==> config.mk <==
export PLATFORM = sky130hd
export DESIGN_NAME = irq_line_scheduler
export DESIGN_NICKNAME = d
export VERILOG_FILES = /design/src/rtl/irq_line_scheduler.sv
export SDC_FILE = /design/constraint.sdc
export NUM_CORES = 1
export LEC_CHECK = 0
export ABC_AREA = 1
export ABC_CLOCK_PERIOD_IN_PS = 2280
export BUFFER_PORTS_ARGS = -buffer_cell sky130_fd_sc_hd__buf_2
export CORE_ASPECT_RATIO = 1.2
export CORE_UTILIZATION = 50
export CTS_CLUSTER_DIAMETER = 30
export DETAILED_ROUTE_END_ITERATION = 6
export PLACE_DENSITY_LB_ADDON = 0.1
export REMOVE_ABC_BUFFERS = 1
export SYNTH_ARGS = -nofsm -noshare
export SYNTH_HDL_FRONTEND = slang
export SYNTH_SLANG_ARGS = --single-unit
==> constraint.sdc <==
create_clock -name CPUCL -period 2.28 [get_ports CPUCL]
set_input_delay 0.228 -clock CPUCL [delete_from_list [all_inputs] [get_ports CPUCL]]
set_output_delay 0.228 -clock CPUCL [all_outputs]
set_load 0.01 [all_outputs]
==> src/rtl/irq_line_scheduler.sv <==
// Raster interrupt scheduler: NCH scanline-tick channels routed to NMI/IRQ with mask, W1C ack
// and readable status, plus the instruction ROM bank latch. All state moves on the CPU falling edge.
module irq_line_scheduler #(
  parameter int unsigned      NCH       = 3,
  parameter int unsigned      TICK_LB   = 4,
  parameter logic [8*NCH-1:0] DEF_PER   = {8'd31, 8'd15, 8'd0},
  parameter logic [NCH-1:0]   ROUTE     = 3'b001,
  parameter logic [15:0]      MASK_ADDR = 16'hE044,
  parameter logic [15:0]      ACK_ADDR  = 16'hE045,
  parameter logic [15:0]      PER_BASE  = 16'hE048,
  parameter logic [15:0]      BANK_ADDR = 16'hF000,
  parameter int unsigned      BANK_W    = 3,
  parameter int unsigned      BANK_LSB  = 5
) (
  input  logic              CPUCL,
  input  logic              RESET,
  input  logic [8:0]        PV,
  input  logic [15:0]       CPUAD,
  input  logic [7:0]        CPUWD,
  input  logic              CPUWE,
  input  logic              CPURE,
  output logic              cpu_nmi,
  output logic              cpu_irq,
  output logic [BANK_W-1:0] ROMBK,
  output logic              STATDV,
  output logic [7:0]        STATDT
);

  typedef enum logic {StSync, StRun} state_e;

  state_e                 state_q, state_d;
  logic [8:0]             ppv_q;
  logic [NCH-1:0]         mask_q, mask_d;
  logic [NCH-1:0]         pending_q, pending_d;
  logic [NCH-1:0][7:0]    period_q, period_d;
  logic [NCH-1:0][7:0]    cnt_q, cnt_d;
  logic [BANK_W-1:0]      bank_q, bank_d;
  logic                   nmi_q, irq_q;

  logic                   line_evt, load, tick;
  logic                   mask_we, ack_we, bank_we;
  logic [NCH-1:0]         fire;

  always_comb begin
    line_evt = (ppv_q != PV) && (PV[TICK_LB-1:0] == '0);
    mask_we  = CPUWE && (CPUAD == MASK_ADDR);
    ack_we   = CPUWE && (CPUAD == ACK_ADDR);
    bank_we  = CPUWE && (CPUAD == BANK_ADDR);

    // Frame alignment: the first PV==0 line after reset only arms the counters.
    load    = line_evt && (state_q == StSync) && (PV == '0);
    tick    = line_evt && (state_q == StRun);
    state_d = load ? StRun : state_q;

    mask_d   = mask_we ? CPUWD[NCH-1:0] : mask_q;
    bank_d   = bank_we ? CPUWD[BANK_LSB +: BANK_W] : bank_q;
    fire     = '0;
    cnt_d    = cnt_q;
    period_d = period_q;

    for (int unsigned c = 0; c < NCH; c++) begin
      if (load) begin
        cnt_d[c] = period_q[c];
      end else if (tick) begin
        if (cnt_q[c] == 8'd0) begin
          fire[c]  = 1'b1;
          cnt_d[c] = period_q[c];
        end else begin
          cnt_d[c] = cnt_q[c] - 8'd1;
        end
      end
      if (CPUWE && (CPUAD == PER_BASE + 16'(c))) begin
        period_d[c] = CPUWD;
      end
    end

    // Ack clears first, then the mask gates, then a same-edge fire wins over the ack.
    pending_d = pending_q;
    if (ack_we) begin
      pending_d = pending_d & ~CPUWD[NCH-1:0];
    end
    pending_d = (pending_d & mask_d) | (fire & mask_d);
  end

  always_ff @(negedge CPUCL or posedge RESET) begin
    if (RESET) begin
      state_q   <= StSync;
      ppv_q     <= 9'h1FF;
      mask_q    <= '0;
      pending_q <= '0;
      period_q  <= DEF_PER;
      cnt_q     <= '0;
      bank_q    <= '0;
      nmi_q     <= 1'b0;
      irq_q     <= 1'b0;
    end else begin
      state_q   <= state_d;
      ppv_q     <= PV;
      mask_q    <= mask_d;
      pending_q <= pending_d;
      period_q  <= period_d;
      cnt_q     <= cnt_d;
      bank_q    <= bank_d;
      nmi_q     <= |(pending_d & ROUTE);
      irq_q     <= |(pending_d & ~ROUTE);
    end
  end

  assign cpu_nmi = nmi_q;
  assign cpu_irq = irq_q;
  assign ROMBK   = bank_q;
  assign STATDV  = CPURE && (CPUAD == ACK_ADDR);
  assign STATDT  = 8'(pending_q);

endmodule
Yosys cells after proc, flatten, opt, wreduce, memory -nomap -nowiden
Index checks and enable logic that the tools add are counted.
- memories kept: 0
- latch bits: 0
- logic and storage cells: 67
- RAM bits: 0
- output and inout port bits: 14
- bits in registers: 69
- ROM bits: 0
- bits of input ports: 37
- $add $sub $neg: 3
- equal/unequal tests: 7
- magnitude comparators: 0
- div/mod/pow operators: 0
- reductions and logical operators: 18
- bitwise gates (word level): 6
- shifts and indexed selects: 0
- $mul: 0
- mux-type cells: 20
- operators with widths (cell ; number):
    $eq A16 B16 Y1 const B ; 6
    $mux W8 ; 9
    $logic_not A8 Y1 ; 3
    $sub A8 B1 Y8 const B ; 3
    $logic_and A1 B1 Y1 ; 11
    $and A3 B3 Y3 ; 3
    $logic_not A9 Y1 ; 1
    $mux W1 ; 9
    $ne A9 B9 Y1 ; 1
    $mux W3 ; 2
    $logic_not A4 Y1 ; 1
    $not A3 Y3 ; 1
    $or A3 B3 Y3 ; 1
    $reduce_bool A2 Y1 ; 1
    $reduce_or A2 Y1 ; 1
    $not A1 Y1 ; 1

Longest topological paths before layout
- word-level depth: 8
- gate-level depth with buffers: 13

==> results.cfg <==
[outcome]
status = finished with violations
violations = design-rule violations, negative setup slack

[placement]
numPortBuffers = 45
gp_congestion = 0.822
dp_hpwl_um = 5930
pre_cts_slack_ps = -511
dp.cells = 609

[yosys]
synth_cells = 462
yosys.cell_count.top_type = nand2_1
syn_area_um2 = 3710
synthTopCellsByArea = dfrtn_1 34%, nand2_1 14%, dfstp_2 13%
synthTopCellsByCount = 142 x nand2_1, 63 x inv_1, 50 x dfrtn_1
ys_types = 32
synth_flop_cell = dfrtn_1
syn_area_per_cell_um2 = 8.03
synth_edf_count = 0
yosysTopAreaCell = dfrtn_1
synth_top_cell_area_share = 0.337
ys_seq_elements = 68
yosys_warnings = 0
ys_seq_area_frac = 0.465
async_flop_share = 1.00

[layout]
final_nets = 600
antenna_cells = 0
instances_no_fill = 653
fillCellCount = 592
drive_gt1_frac = 0.321
final_util = 0.684
syn2layout_area_growth_pct = 33.4

[route]
vias_per_cell = 5.06
vias = 3306
wirelength_um = 9140
wl_per_cell_um = 14.0
antenna_left = 0
first_pass_iters = 6
drt_iter0_markers = 235
route.detailed.drc = 1

[die]
dieArea_um2 = 7770
start_util = 0.513
die_width_um = 80.6
core_um2 = 7230
die_y_um = 96.3
ios = 51
num_rows = 34

[setup_path]
end_kind = flop
cp.required_ps = 1330
crit_path_max_fanout = 3
slowest_stage = nor3_4
cp-start-kind = primary input
cpPeakStageDelay_ps = 240
regToRegSetupSlack_ps = 500
reg2reg_from = ppv_q[8]
crit_type = in2reg
path_common_cell = nand2_2
ff2ff_path_depth = 9
r2r_end = cnt_q[5]
cp_data_arrival_time_ps = 1390
cp_cell_sequence = buf_6, nor2_4, nand2_2, nor3_4, nand2_4, nor3_4, inv_2, nand2_2, o21ai_4, nand2_2, nand2_1

[global_routing]
antenna_found_initial = 0
grt_pass1_wl_um = 14200
grt_start_max_net_pins = 37
grt_pass1_vias = 3134
grt_remaining_overflow = 0
grtUsageTotal = 0.248

[clock_tree]
cts.hold.buffers_added = 0
cts_tree = done
h-tree-depth = 3
numCtsBuffers = 9
cts-root-buf = clkbuf_8
clk_pin_slew_ps = 50
cts_num_sinks = 68
clockBufferDepth = 2
clkLatencyLatePin_ps = 390

[timing]
layout_setup_ws_ps = -63.4
drv_slew = 0
hold_viol = 0
finalSetupViolCount = 27
grt_setup_unrepaired = yes
whs_ps = 428
finClkSkew_ps = 65.4
setup_tns_ps = -978

[pwr]
p_per_area_nw_per_um2 = 884
swShare = 0.371
power.share.clock = 0.264
p_seq_frac = 0.370
p_leak_nw = 2.53
intPower_w = 0.00275
power_switching_w = 0.00162
combPwrFrac = 0.366
vdd_drop_max_uv = 557

[hold_path]
worstHoldPathType = reg2reg
hp-start = cnt_q[8]
whs_endpoint = cnt_q[8]
hold_depth = 2

[job]
maxCapViolCount = 0
[cells by family after synthesis]
family,synth area share
xor+xnor,0.0543
simple gates,0.305
fa+ha+maj,0.0169
other cells,0.00101
compound gates,0.0601
buf+inv,0.0982
flops,0.465
[layer usage]
metal  vias to the layer above  track usage  part of all wire
met2                        86        0.419              0.51
li1                       1630            -                 -
met4                         0        0.135             0.027
met3                        19       0.0408             0.033
met5                         -            0                 0
met1                      1571        0.301              0.43
[flip-flops by register name (all words and copies together), names as in the netlist]
register / count
cpu_irq: 1
ppv_q: 9
mask_q: 3
cnt_q: 24
state_q: 1
ROMBK: 3
pending_q: 3
period_q: 24
[power groups by stage]
stage | logic [W] | clock network, W | registers, W
after floorplan | 0.00118 | 0.0000510 | 0.00159
after global placement | 0.00148 | 0.0000510 | 0.00163
after detailed placement | 0.00151 | 0.0000510 | 0.00163
after CTS | 0.00156 | 0.00116 | 0.00162
after global routing | 0.00185 | 0.00125 | 0.00165
final | 0.00160 | 0.00115 | 0.00162
[worst max-delay path by stage]
stage / slack (ps) / endpoint / start
2_1_floorplan: -740 / cnt_q[11] / PV[7]
3_3_place_gp: -480 / cnt_q[16] / PV[4]
3_5_place_dp: -510 / cnt_q[11] / PV[7]
4_1_cts: -40 / cnt_q[19] / PV[2]
5_1_grt: -180 / cnt_q[22] / PV[4]
6_report: -60 / cpu_irq / CPUAD[11]
[final cells by class]
class	instances	area, µm²	share of cell area
Inverter	64	245	0.0496
Clock inverter	21	108	0.0218
Sequential cell	68	1720	0.349
Multi-Input combinational cell	316	1870	0.379
Clock buffer	13	159	0.0321
Timing Repair Buffer	81	726	0.147
Tap cell	90	113	0.0228
[timing repair]
action / 4_1_cts / 5_1_grt
pin swaps: 3 / 11
gates resized for setup: 26 / 56
cloned: 1 / 2
buffers inserted: 1 / 7
endpoints found under the setup margin: 31 / 47
[worst max-delay path, delay by kind of cell]
family | cells | cell delay, ps
and+or+nand+nor | 8 | 920
buffers and inverters | 2 | 190
AOI/OAI and AO/OA | 1 | 60
[placed cells by master, fill, tap and decap left out, types with 4 or more instances in the layout]
master	instances
conb_1	5
nand3b_1	7
dfrtn_1	50
nand2_2	14
nor2_1	17
clkbuf_8	11
ha_1	5
buf_6	14
nand3_1	45
inv_2	6
buf_12	7
xnor2_2	4
xnor2_1	6
buf_2	34
inv_1	74
o21ai_2	9
nor2_4	4
nand2_1	124
o21ai_1	12
o21ai_0	13
xor2_1	13
dfstp_2	18
buf_4	22
nand2_4	8
[per-stage QoR]
| stage | power [W] | instance area, µm² |
|---|---|---|
| 6_report | 0.00437 | 4950 |
| 5_1_grt | 0.00475 | 4950 |
| 4_1_cts | 0.00433 | 4640 |
| 3_5_place_dp | 0.00318 | 4220 |
| 3_3_place_gp | 0.00315 | 4220 |
| 2_1_floorplan | 0.00282 | 3600 |
No activity file was read; power rests on OpenSTA's default activity.
